**src/rtl/mul32_seq_ctrl.sv**
```systemverilog
// Sequential shift-add unsigned multiplier: one multiplier bit per clock,
// start/busy/done handshake, 2*WIDTH-bit product register.
module mul32_seq_ctrl #(
    parameter int unsigned WIDTH = 32
) (
    input  logic               clk,
    input  logic               rst_n,
    input  logic               start_i,
    input  logic [WIDTH-1:0]   a_i,
    input  logic [WIDTH-1:0]   b_i,
    output logic               busy_o,
    output logic               done_o,
    output logic [2*WIDTH-1:0] product_o
);

    localparam int unsigned PW    = 2 * WIDTH;
    localparam int unsigned CNT_W = $clog2(WIDTH + 1);

    typedef enum logic [1:0] {
        S_IDLE = 2'd0,
        S_CALC = 2'd1,
        S_DONE = 2'd2
    } state_e;

    state_e           state_q, state_d;
    logic [WIDTH-1:0] mcand_q, mcand_d;
    logic [PW-1:0]    acc_q,   acc_d;
    logic [CNT_W-1:0] cnt_q,   cnt_d;
    logic             busy_q,  done_q;
    logic [WIDTH-1:0] pp;
    logic [WIDTH:0]   sum;

    // One shift-add step; the extra sum bit keeps the carry for the shift-in.
    always_comb begin
        pp  = mcand_q & {WIDTH{acc_q[0]}};
        sum = {1'b0, acc_q[PW-1:WIDTH]} + {1'b0, pp};
    end

    always_comb begin
        state_d = state_q;
        mcand_d = mcand_q;
        acc_d   = acc_q;
        cnt_d   = cnt_q;
        unique case (state_q)
            S_IDLE: begin
                if (start_i) begin
                    mcand_d = a_i;
                    acc_d   = {{WIDTH{1'b0}}, b_i};
                    cnt_d   = '0;
                    state_d = S_CALC;
                end
            end
            S_CALC: begin
                acc_d = {sum, acc_q[WIDTH-1:1]};
                cnt_d = cnt_q + CNT_W'(1);
                if (cnt_q == CNT_W'(WIDTH - 1)) begin
                    state_d = S_DONE;
                end
            end
            S_DONE: begin
                state_d = S_IDLE;
            end
            default: begin
                state_d = S_IDLE;
            end
        endcase
    end

    // Status flags are registered from the next state so they line up with it.
    always_ff @(posedge clk or negedge rst_n) begin
        if (!rst_n) begin
            state_q <= S_IDLE;
            mcand_q <= '0;
            acc_q   <= '0;
            cnt_q   <= '0;
            busy_q  <= 1'b0;
            done_q  <= 1'b0;
        end else begin
            state_q <= state_d;
            mcand_q <= mcand_d;
            acc_q   <= acc_d;
            cnt_q   <= cnt_d;
            busy_q  <= (state_d != S_IDLE);
            done_q  <= (state_d == S_DONE);
        end
    end

    assign busy_o    = busy_q;
    assign done_o    = done_q;
    assign product_o = acc_q;

endmodule

```
**config.mk**
```make
export PLATFORM = sky130hd
export DESIGN_NAME = mul32_seq_ctrl
export DESIGN_NICKNAME = d
export VERILOG_FILES = /design/src/rtl/mul32_seq_ctrl.sv
export SDC_FILE = /design/constraint.sdc
export NUM_CORES = 1
export LEC_CHECK = 0
export ABC_AREA = 1
export CAP_MARGIN = 20
export CORE_MARGIN = 2
export CORE_UTILIZATION = 52
export CTS_BUF_LIST = sky130_fd_sc_hd__clkbuf_8 sky130_fd_sc_hd__clkbuf_16
export CTS_CLUSTER_SIZE = 25
export DETAILED_ROUTE_END_ITERATION = 10
export PLACE_DENSITY_LB_ADDON = 0.08
export SYNTH_ARGS = -nofsm -noshare
export SYNTH_HDL_FRONTEND = slang
export SYNTH_SLANG_ARGS = --single-unit
```
**constraint.sdc**
```tcl
create_clock -name clk -period 5.68 [get_ports clk]
set_clock_uncertainty 0.2 [all_clocks]
set_input_delay 1.42 -clock clk [delete_from_list [all_inputs] [get_ports clk]]
set_output_delay 1.42 -clock clk [all_outputs]
set_load 0.01 [all_outputs]
```
==> flow_summary.toml <==
[outcome]
status = "finished clean"

[synth]
synth_nets = 1124
synth_area_leaders = "dfrtp_1 39%, nand2_1 25%, inv_1 9.9%, ha_1 6.0%, nand3_1 3.0%"
synth-edff-count = 0
synth_top_cell_by_area = "dfrtp_1"
ys_ff_latch = 106
avgSynthCellArea_um2 = 6.67
synth_most_common_cell = "nand2_1"
synth_common_cells = "446 x nand2_1, 180 x inv_1, 106 x dfrtp_1"
synth_top_area_share_pct = 38.9
netlist_instances = 1023
ys_types = 35
ys_seq_area_share_pct = 38.9
synth.yosys.warnings = 0
synth_flop_cell = "dfrtp_1"
ys_async_sr_fraction_pct = 100
syn-cell-area_um2 = 6830

[global_route]
grt_usage_pct = 27.2
grt_start_max_net_pins = 67
grt_pass1_vias = 6255
antenna_found_initial = 0
grt_pass1_wl_um = 30700
grt_remaining_overflow = 0

[drt]
drc = 0
vias = 6560
vias_per_cell = 4.97
drt_iter0_drc = 416
first_pass_iters = 4
wl_per_cell_um = 14.0
ant_nets = 0
routed_wl_um = 18400

[clocking]
cts_buffer_depth = 2
clock_sinks = 106
cts_resized = 0
worstSkewPairLatency_ps = 360
root_buffer = "clkbuf_16"
h-tree-depth = 3
clk_pin_slew_worst_paths_ps = 80
cts_buffers = 9
cts_hold_buf = 0
cts_tree = "built"
postCtsSetupRepairBufs = 0

[timing]
worst_slew_pin_slew_ps = 1010
whs_ps = 274
max_freq_ghz = 0.268
slew_headroom_pct = 32.7
setup_viol = 0
finalHoldViolations = 0
fin_crit_sh_pct = 65.8
setup_slack_ps = 1940
slew_violations = 0
rsz0062_at_grt = "false"
setup_tns_ps = 0
fin_crit_ps = 3740

[layout]
area_growth_pct = 26.2
drive_gt1_share_pct = 4.01
n_antenna_cell = 0
fin_nets = 1244
stdcell_area_um2 = 8610
postLayoutCoreUtil_pct = 67.7

[worst_setup_path]
startpoint_type = "register"
end_kind = "register"
arrival_ps = 3800
cp_max_fo = 46
path_class = "reg -> reg"
crit_required_ps = 5740

[placed_design]
io_buffer_count = 132
place_area_um2 = 8270
hpwl_um = 13700
gp_congestion = 0.991
pre_cts_ws_ps = 1610

[floorplanning]
die_y_um = 119
dieArea_um2 = 14100
rows = 41
boundaryPins = 133
die_x_um = 119
placeableCoreArea_um2 = 12700
initial_core_util_pct = 53.6

[power]
power.density_nw_per_um2 = 598
p_leak_nw = 4.77
ir_drop_v = 0.000318

[hold_path]
min_path_type = "reg -> reg"

[flow_run]
max-cap-violations = 0
## path summary, 6_finish.rpt
path | from | cells after the start | slack, ps | end
worst max register to register | state_q[0]$_DFF_PN0_ | 5 | 1940 | product_o[16]$_DFFE_PN0P_
worst max-delay path | state_q[0]$_DFF_PN0_ | 5 | 1940 | product_o[16]$_DFFE_PN0P_
worst min-delay path | mcand_q[5]$_DFFE_PN0P_ | 2 | 270 | mcand_q[5]$_DFFE_PN0P_
worst min register to register | mcand_q[5]$_DFFE_PN0P_ | 2 | 270 | mcand_q[5]$_DFFE_PN0P_
min in group asynchronous | rst_n | 1 | 930 | mcand_q[7]$_DFFE_PN0P_
max in group asynchronous | rst_n | 2 | 3270 | product_o[34]$_DFFE_PN0P_
## kinds of logic after synthesis
logic type	synth area share (%)
flops	38.9
buf+inv	12.1
compound gates	9.13
fa+ha+maj	6.34
simple gates	33.2
xor+xnor	0.385
## power breakdown
group	leakage (nW)	internal, mW	switching [mW]
clock	0.157	0.365	0.312
sequential	1.29	1.15	0.283
combinational	3.32	1.24	1.80
total	4.77	2.76	2.39
## layout make-up
cell class	count	area, um2
inverter	185	694
clock buffer	10	239
fill	1204	4110
tap	172	215
clock inverter	6	81.3
sequential	106	2650
multi-input combinational	704	3360
timing repair buffer	137	1380
## worst max-delay path: stages, from the launching register on
cell and delay (ps):
dfrtp_1 430, nand2_2 710, inv_2 540, nor2_2 920, inv_2 500, o221ai_1 300
## flip-flops by register name (all words and copies together) (netlist names)
name / count
product_o: 64
cnt_q: 6
done_o: 1
mcand_q: 32
busy_o: 1
state_q: 2
## cell usage in the layout, fill, tap and decap left out, types with 5 or more instances in the layout
master	instances
clkbuf_16	9
clkdlybuf4s50_1	131
o21ai_0	21
a21oi_1	29
buf_4	5
ha_1	33
inv_2	5
nand2_2	9
nand3_1	41
dfrtp_1	106
nor3_1	5
o221ai_1	22
nor2_1	51
o21ai_1	6
nor2_2	5
nand2_1	446
inv_1	180
o211ai_1	5
## metal layers
layer / wire length [um] / track usage (%) / vias to the layer above
li1: - / - / 3379
met1: 8730 / 37.8 / 2975
met2: 8030 / 41.7 / 187
met3: 1380 / 7.96 / 19
met4: 289 / 6.85 / 0
met5: 0 / 0 / -
## metrics by stage
step / total power [mW] / cells
final: 5.15 / 1320
after global routing: 5.63 / 1320
after CTS: 5.14 / 1319
after detailed placement: 4.45 / 1303
after global placement: 4.39 / 1303
after floorplan: 3.36 / 1023
Note: power is estimated with default switching activity, not from simulation.
